--- src/rtl/mm_pkg.sv ---
// Shared types and constants for the matrix-multiply sequencer.
package mm_pkg;

  typedef enum logic [2:0] {
    StIdle  = 3'd0,
    StClear = 3'd1,
    StMac   = 3'd2,
    StDrain = 3'd3,
    StStore = 3'd4,
    StDone  = 3'd5
  } mm_state_e;

  localparam int unsigned DefRows   = 2;
  localparam int unsigned DefCols   = 2;
  localparam int unsigned DefInner  = 2;
  localparam int unsigned DefMacLat = 1;

  // Index width able to hold max(rows, cols, inner) - 1, never less than one bit.
  function automatic int unsigned idx_width(input int unsigned rows, input int unsigned cols,
                                            input int unsigned inner);
    int unsigned m;
    m = rows;
    if (cols > m) m = cols;
    if (inner > m) m = inner;
    return ($clog2(m) < 1) ? 1 : $clog2(m);
  endfunction

endpackage

--- src/rtl/mm_index_counter.sv ---
// Nested k / column / row counter walking C in row-major order.
module mm_index_counter #(
  parameter int unsigned ROWS  = 2,
  parameter int unsigned COLS  = 2,
  parameter int unsigned INNER = 2,
  parameter int unsigned IDX_W = 4
) (
  input  logic             clock,
  input  logic             reset,
  input  logic             clear_i,
  input  logic             k_inc_i,
  input  logic             elem_inc_i,
  output logic [IDX_W-1:0] row_o,
  output logic [IDX_W-1:0] col_o,
  output logic [IDX_W-1:0] k_o,
  output logic             k_last_o,
  output logic             elem_last_o
);

  logic [IDX_W-1:0] row_q, row_d;
  logic [IDX_W-1:0] col_q, col_d;
  logic [IDX_W-1:0] k_q, k_d;
  logic             row_last, col_last;

  assign row_last    = (row_q == IDX_W'(ROWS - 1));
  assign col_last    = (col_q == IDX_W'(COLS - 1));
  assign k_last_o    = (k_q == IDX_W'(INNER - 1));
  assign elem_last_o = row_last && col_last;

  always_comb begin
    row_d = row_q;
    col_d = col_q;
    k_d   = k_q;
    if (clear_i) begin
      row_d = '0;
      col_d = '0;
      k_d   = '0;
    end else begin
      if (k_inc_i) begin
        k_d = k_last_o ? '0 : k_q + IDX_W'(1);
      end
      if (elem_inc_i) begin
        if (col_last) begin
          col_d = '0;
          row_d = row_last ? '0 : row_q + IDX_W'(1);
        end else begin
          col_d = col_q + IDX_W'(1);
        end
      end
    end
  end

  always_ff @(posedge clock or negedge reset) begin
    if (!reset) begin
      row_q <= '0;
      col_q <= '0;
      k_q   <= '0;
    end else begin
      row_q <= row_d;
      col_q <= col_d;
      k_q   <= k_d;
    end
  end

  assign row_o = row_q;
  assign col_o = col_q;
  assign k_o   = k_q;

endmodule

--- src/rtl/mm_sequencer.sv ---
// Control sequencer for the matrix-multiply datapath: clear, accumulate INNER products,
// drain the MAC pipeline, then store, for each element of C in row-major order.
module mm_sequencer
  import mm_pkg::*;
#(
  parameter int unsigned ROWS    = DefRows,
  parameter int unsigned COLS    = DefCols,
  parameter int unsigned INNER   = DefInner,
  parameter int unsigned MAC_LAT = DefMacLat,
  parameter int unsigned IDX_W   = 4
) (
  input  logic             clock,
  input  logic             reset,
  input  logic             start_i,
  input  logic             abort_i,
  input  logic             operand_valid_i,
  output logic [IDX_W-1:0] row_idx_o,
  output logic [IDX_W-1:0] col_idx_o,
  output logic [IDX_W-1:0] k_idx_o,
  output logic             load_operands_o,
  output logic             mac_clear_o,
  output logic             mac_enable_o,
  output logic             store_o,
  output logic             busy_o,
  output logic             done_o
);

  localparam int unsigned DrainW = (MAC_LAT > 1) ? $clog2(MAC_LAT) : 1;

  mm_state_e         state_q, state_d;
  logic [DrainW-1:0] drain_q, drain_d;
  logic              cnt_clear, k_inc, elem_inc;
  logic              k_last, elem_last, drain_last;

  assign drain_last = (32'(drain_q) == MAC_LAT - 1);

  always_comb begin
    state_d   = state_q;
    drain_d   = drain_q;
    cnt_clear = 1'b0;
    k_inc     = 1'b0;
    elem_inc  = 1'b0;
    unique case (state_q)
      StIdle: begin
        if (start_i) begin
          state_d   = StClear;
          cnt_clear = 1'b1;
        end
      end
      StClear: state_d = StMac;
      StMac: begin
        if (operand_valid_i) begin
          k_inc = 1'b1;
          if (k_last) begin
            state_d = (MAC_LAT == 0) ? StStore : StDrain;
            drain_d = '0;
          end
        end
      end
      StDrain: begin
        if (drain_last) state_d = StStore;
        else            drain_d = drain_q + DrainW'(1);
      end
      StStore: begin
        elem_inc = 1'b1;
        state_d  = elem_last ? StDone : StClear;
      end
      StDone: state_d = StIdle;
      default: begin
        state_d   = StIdle;
        cnt_clear = 1'b1;
      end
    endcase
    // Abort overrides every transition except in IDLE, where start alone decides.
    if (abort_i && (state_q != StIdle)) begin
      state_d   = StIdle;
      drain_d   = '0;
      cnt_clear = 1'b1;
      k_inc     = 1'b0;
      elem_inc  = 1'b0;
    end
  end

  always_ff @(posedge clock or negedge reset) begin
    if (!reset) begin
      state_q <= StIdle;
      drain_q <= '0;
    end else begin
      state_q <= state_d;
      drain_q <= drain_d;
    end
  end

  mm_index_counter #(
    .ROWS  (ROWS),
    .COLS  (COLS),
    .INNER (INNER),
    .IDX_W (IDX_W)
  ) u_index (
    .clock       (clock),
    .reset       (reset),
    .clear_i     (cnt_clear),
    .k_inc_i     (k_inc),
    .elem_inc_i  (elem_inc),
    .row_o       (row_idx_o),
    .col_o       (col_idx_o),
    .k_o         (k_idx_o),
    .k_last_o    (k_last),
    .elem_last_o (elem_last)
  );

  assign busy_o          = (state_q != StIdle);
  assign mac_clear_o     = (state_q == StClear);
  assign load_operands_o = (state_q == StMac);
  // operand_valid qualifies the accumulate in the same cycle the operands are presented.
  assign mac_enable_o    = (state_q == StMac) && operand_valid_i;
  assign store_o         = (state_q == StStore);
  assign done_o          = (state_q == StDone);

endmodule

--- config.mk ---
export PLATFORM = sky130hd
export DESIGN_NAME = mm_sequencer
export DESIGN_NICKNAME = d
export VERILOG_FILES = /design/src/rtl/mm_pkg.sv /design/src/rtl/mm_index_counter.sv /design/src/rtl/mm_sequencer.sv
export SDC_FILE = /design/constraint.sdc
export NUM_CORES = 1
export LEC_CHECK = 0
export CORE_ASPECT_RATIO = 1.2
export CORE_UTILIZATION = 48
export CTS_CLUSTER_DIAMETER = 60
export DETAILED_ROUTE_END_ITERATION = 6
export HOLD_SLACK_MARGIN = 0.15
export PLACE_DENSITY = 0.78
export REMOVE_ABC_BUFFERS = 1
export SYNTH_ARGS = -nofsm -noshare
export SYNTH_HDL_FRONTEND = slang
export SYNTH_SLANG_ARGS = --single-unit
--- constraint.sdc ---
create_clock -name clock -period 2.15 [get_ports clock]
set_clock_uncertainty 0.05 [all_clocks]
set_input_delay 0.3225 -clock clock [delete_from_list [all_inputs] [get_ports clock]]
set_output_delay 0.3225 -clock clock [all_outputs]
set_load 0.02 [all_outputs]
==> out/results.ini, run 1 <==
[timing]
period_share=0.961
final.min_clock_period_ns=2.07
drv_slew=0
worstMarginPinSlew_ns=0.669
rsz0062_at_grt=no
max_freq_ghz=0.484
slew_headroom=0.553
whs_ns=0.389
setup_tns_ns=0
setup_ws_ns=0.0832
final_hold_viol_count=0
setup_violations=0

[setup_path]
start_kind=register
worstPathArrival_ns=1.69
path_class=register to output pin
crit_fanout=13
cp_slowest_cell=clkdlybuf4s50_1
critPathCaptureType=output pin
slowest_delay_ns=0.54
crit_chain=or3_1, clkdlybuf4s50_1
worstPathRequired_ns=1.78

[global_route]
grt_pass1_vias=746
grt_usage=0.209
grt_antenna_before_repair=0
grt_first_pass_wirelength_microns=3260
grt-ovfl-total=0
grt_max_degree=16

[power_and_ir_drop]
p_leak_nw=0.611
ir_worst_vdd_uv=470
powerDensity_nw_per_um2=744

[clock_network]
cts-htree-levels=1
cts_buffers=3
path_clk_slew_ns=0.08
cts-root-buf=clkbuf_4
clk_latency_ns=0.28
hold_buffers=0
cts_buffer_depth=2
post_cts_buffers=0
cts_tree=yes
cts.sinks=15

[yosys]
synthAdderAreaFrac=0.0811
synth.top_cells.by_area=dfrtp_1, ha_1, nor2_1
synth_edf_count=0
synthXorXnorAreaFrac=0.0284
ys_seq_area_frac=0.405
syn_area_per_cell_sq_um=9.75
synth_top_cell_area_share=0.405
synth.distinct_cells=35
synth_ff_type=dfrtp_1
synth_seq_cells=15
synth_cells=95
synth_top_family_by_area=simple AND/OR/NAND/NOR gates
synth_area_leader_cell=dfrtp_1
async_reset_ff_frac=1.00
synthSimpleGateAreaFrac=0.289
synth.mux.area_fraction=0.0432
synth-compound-area-share=0.118
synth_commonest_cells=dfrtp_1, nor2_1, nor3b_1
synth_area_sq_um=926
yosys_warnings=0

[place]
placedCellCount=138
pre_cts_slack_ns=0.117
place.gp.congestion=0.807
portBuffers=22
dp_hpwl_microns=1390

[routing]
routed_wl_microns=1860
drtIter0Drc=20
drc_errors=0
wire_per_inst_microns=13.1
ant_nets=0
via_per_inst=5.52
vias=784
first_pass_iters=4

[die]
ios=23
start_util=0.506
die-width_microns=42.1
core-area_sq_um=1830
fp.dieH_microns=50.1
die_area_sq_um=2110
rows=17

[finish]
nNetsFinal=135
drive_gt1_frac=0.122
instances_no_fill=142
antennaDiodeCount=0
syn2layout_area_growth_pct=33.0

[outcome]
status=finished clean

[run]
cap_violations=0

[worst_hold_path]
min_path_type=primary input to asynchronous set/reset pin

placed cells by master (no fill, tap or decap):
| cell | count |
|---|---|
| a211o_1 | 1 |
| a21o_1 | 1 |
| a21oi_1 | 4 |
| a221oi_4 | 1 |
| a22o_1 | 1 |
| a32o_1 | 1 |
| and3_1 | 1 |
| and3b_1 | 1 |
| buf_4 | 5 |
| clkbuf_1 | 1 |
| clkbuf_4 | 3 |
| clkdlybuf4s50_1 | 19 |
| dfrtp_1 | 12 |
| dfrtp_2 | 3 |
| dlymetal6s2s_1 | 3 |
| ha_1 | 6 |
| inv_1 | 5 |
| mux2i_1 | 4 |
| nand2_1 | 4 |
| nand2b_1 | 1 |
| nand3_1 | 4 |
| nand3b_1 | 1 |
| nand4_1 | 1 |
| nand4b_1 | 1 |
| nand4bb_1 | 1 |
| nor2_1 | 15 |
| nor2b_1 | 1 |
| nor3_1 | 3 |
| nor3b_1 | 7 |
| nor3b_2 | 1 |
| nor4_2 | 1 |
| o21ai_0 | 1 |
| o21bai_1 | 1 |
| o31ai_1 | 2 |
| or2_1 | 1 |
| or3_1 | 1 |
| or4b_2 | 1 |
| xnor2_1 | 1 |
| xor2_1 | 2 |
power breakdown:
| group | switching, mW | internal (mW) | total, mW |
|---|---|---|---|
| logic | 0.192 | 0.189 | 0.381 |
| clock network | 0.0880 | 0.0722 | 0.160 |
| registers | 0.0683 | 0.307 | 0.375 |
| total | 0.348 | 0.568 | 0.916 |
area by class of cell:
cell class,count,area (sq um)
Clock buffer,4,26.3
Fill cell,137,598
Inverter,5,18.8
Multi-Input combinational cell,72,518
Sequential cell,15,379
Tap cell,19,23.8
Timing Repair Buffer,27,265
flip-flops by register name (all words and copies together) (netlist names):
signal	cells
state_q	3
u_index.col_o	4
u_index.row_o	4
u_index.k_o	4
worst max-delay path: cells and delay by family, from the launching register on:
kind	cells	cell delay [ns]
buffers and inverters	1	0.54
DFF	1	0.50
and+or+nand+nor	1	0.36
repair_timing:
action,CTS,global route
endpoints found under the hold margin,0,0
cloned,0,0
resized for setup,2,4
setup endpoints to repair,4,4
stage by stage:
stage	power (mW)	util	cell area, sq um
after global placement	0.753	0.653	1190
after detailed placement	0.765	0.653	1190
after global routing	0.990	0.673	1230
after CTS	0.935	0.668	1220
final	0.916	0.673	1230
after floorplan	0.603	-	912
kinds of logic (layout without fill, tap and decap cells):
logic type      Yosys count  count (layout)
fa+ha+maj                 6               6
xor+xnor                  3               3
buf+inv                   8              36
simple gates             46              46
flops                    15              15
compound gates           13              13
mux                       4               4
metal layers:
| layer | vias to the layer above | routed length [microns] | GRT usage | share of wire |
|---|---|---|---|---|
| met2 | 19 | 946 | 0.359 | 0.51 |
| met3 | 2 | 76 | 0.0549 | 0.041 |
| met4 | 0 | 24 | 0.109 | 0.013 |
| li1 | 395 | - | - | - |
| met5 | - | 0 | 0 | 0 |
| met1 | 368 | 812 | 0.235 | 0.44 |
final timing paths:
check | start | to | slack (ns) | cells past startpoint
worst max-delay path | state_q[0] | busy_o | 0.08 | 2
worst min-delay path | reset | u_index.k_o[2] | 0.39 | 1
worst max register to register | state_q[2] | u_index.col_o[2] | 0.41 | 5
worst min register to register | u_index.col_o[3] | u_index.col_o[3] | 0.48 | 1
max in group asynchronous | reset | state_q[2] | 1.20 | 1
min in group clock | u_index.col_o[3] | u_index.col_o[3] | 0.48 | 1
Note: power is estimated with default switching activity, not from simulation.
==> inputs of run 2 (changes only) <==
- REMOVE_ABC_BUFFERS: 1 -> unset
==> run 2 against run 1 <==
  * Die area unchanged
  * Global-route usage increased by 0.71 points
  * Register-to-register slack got worse by 0.13 ns
  * Largest cell class unchanged
  * Sequential power decreased by 6.4%
  * Highest routed layer unchanged
  * Utilization increased by 1.2 points
  * Via count increased by 7.0%
  * Fmax increased by 0.89%
  * Count of clock-buffer cells in the layout unchanged
  * Combinational power increased by 18%
  * Power increased by 5.7%
  * Setup slack improved by 0.018 ns
  * First-iteration DRC count decreased by 55%
==> out/results.ini, run 2 (synthesis gave the netlist of run 1 again) <==
[outcome]
status=finished clean

[routing]
wl_met2_microns=1100  ; +16%
first_pass_iters=4  ; unchanged
drtIter0Drc=9  ; -55%
wire_per_inst_microns=14.3  ; +9.0%
vias=839  ; +7.0%
via_per_inst=5.75  ; +4.1%
wl_met1_microns=897  ; +10%
routed_wl_microns=2080  ; +12%
ant_nets=0  ; unchanged
top_layer=met4
met3_length_microns=54  ; -29%
drc_errors=0  ; unchanged

[global_route]
grt_max_degree=16  ; unchanged
grt-ovfl-total=0  ; unchanged
grt_pass1_vias=823  ; +10%
grt_first_pass_wirelength_microns=3410  ; +4.7%
grt_usage=0.216  ; +0.00712
grt_antenna_before_repair=0  ; unchanged

[setup_path]
start_kind=register
crit_chain=nor3b_2, clkdlybuf4s50_1
critPathCaptureType=output pin
r2r_slack_ns=0.28  ; -0.13 ns
path_class=register to output pin
slowest_delay_ns=0.63  ; +0.09 ns
crit_buf_inv=1  ; unchanged
cp_slowest_cell=clkdlybuf4s50_1
worstPathRequired_ns=1.78  ; about the same
reg2reg_from=state_q[2]
reg2regPathDepth=5  ; unchanged
worstPathArrival_ns=1.68  ; about the same
crit_fanout=14  ; +1
r2r-end=u_index.col_o[2]
cp_top_family=buffers and inverters

[power_and_ir_drop]
powerDensity_nw_per_um2=773  ; +3.9%
p_leak_nw=0.599  ; -1.9%
p_int_uw=588  ; +3.5%
swShare=0.392  ; +0.0127
power_switching_uw=380  ; +9.2%
comb_power_share=0.466  ; +0.050
clock_power_share=0.172  ; -0.003
seq_power_share=0.362  ; -0.047
ir_worst_vdd_uv=516  ; +10%

[place]
place.gp.congestion=0.704  ; -13%
placed_area_sq_um=1210  ; +1.3%
placedCellCount=140  ; +1.4%
dp_hpwl_microns=1500  ; +7.9%
portBuffers=22  ; unchanged

[timing]
setup_violations=0  ; unchanged
final_hold_viol_count=0  ; unchanged
worstMarginPinSlew_ns=0.707  ; +0.0381 ns
setup_tns_ns=0  ; unchanged
final.min_clock_period_ns=2.05  ; -0.0182 ns
max_freq_ghz=0.488  ; +0.89%
period_share=0.953  ; -0.00847
drv_slew=0  ; unchanged
whs_ns=0.396  ; +0.00706 ns
rsz0062_at_grt=no
slew_headroom=0.527  ; -0.0255

[clock_network]
cts_buffers=3  ; unchanged
cts-root-buf=clkbuf_4
clk_latency_ns=0.29  ; about the same
cts_buffer_depth=2  ; unchanged
path_clk_slew_ns=0.10  ; +0.02 ns
cts-htree-levels=1  ; unchanged
cts.sinks=15  ; unchanged
cts_tree=yes

[die]
ios=23  ; unchanged
fp.dieH_microns=50.1  ; unchanged
die-width_microns=42.1  ; unchanged
start_util=0.506  ; unchanged
rows=17  ; unchanged
die_area_sq_um=2110  ; unchanged
core-area_sq_um=1830  ; unchanged

[finish]
drive_gt1_frac=0.134  ; +0.0119
syn2layout_area_growth_pct=35.3
final_common_cell=clkdlybuf4s50_1
final_cell_mix=clkdlybuf4s50_1, nor2_1, dfrtp_1
fill_cells=151  ; +10%
fin_area_sq_um=1250  ; +1.7%
instances_no_fill=146  ; +2.8%
nNetsFinal=139  ; +3.0%
antennaDiodeCount=0  ; unchanged

[worst_hold_path]
min_path_type=primary input to asynchronous set/reset pin

[run]
cap_violations=0  ; unchanged

[yosys]
synthesis.nets=106

## run 2: cell count changes in the layout (fill, tap and decap cells not counted)
cell,before,now
dfrtp_2,3,1
dlymetal6s2s_1,3,1
dfrtp_1,12,14
clkdlybuf4s50_1,19,20
dlygate4sd2_1,0,1
buf_4,5,9
## run 2: worst max-delay path by stage
stage	from	endpoint	slack, ns	cells past startpoint
final	state_q[2]	store_o	0.10	2
after global routing	state_q[2]	store_o	0.03	2
after CTS	state_q[2]	busy_o	0.02	2
after detailed placement	operand_valid_i	mac_enable_o	0.11	4
after global placement	operand_valid_i	mac_enable_o	0.13	4
after floorplan	u_index.col_o[0]	u_index.row_o[0]	0.46	5
## run 2: area by class of cell
class,instances,area [sq um],area share
multi-input cells,72,518,0.414
flip-flops and latches,15,377,0.301
repair buffers,31,289,0.231
clock buffers,4,26.3,0.0210
well taps,19,23.8,0.0190
inverters,5,18.8,0.0150
## run 2: per-layer routing
metal | up-vias | global-route usage
met2 | 17 | 0.404
met1 | 418 | 0.226
met3 | 4 | 0.0256
li1 | 400 | -
met5 | - | 0
met4 | 0 | 0.130
## run 2: timing repair
item,4_1_cts,5_1_grt
gates resized for setup,2,1
buffers inserted,0,2
setup endpoints to repair,3,1
hold buffers,0,0
## run 2: per-stage QoR
| step | utilization | total power [mW] | setup slack, ns |
|---|---|---|---|
| finish | 0.685 | 0.968 | 0.101 |
| global route | 0.685 | 1.03 | 0.0311 |
| CTS | 0.675 | 0.968 | 0.0168 |
| detailed placement | 0.661 | 0.805 | 0.110 |
| global placement | 0.661 | 0.784 | 0.127 |
| floorplan | - | 0.615 | 0.462 |
## run 2: power groups by stage
stage          logic (mW)  clock network (mW)  registers [mW]
2_1_floorplan       0.276                   0           0.339
3_3_place_gp        0.431                   0           0.353
3_5_place_dp        0.449                   0           0.356
4_1_cts             0.447               0.171           0.351
5_1_grt             0.485               0.185           0.358
6_report            0.451               0.166           0.351
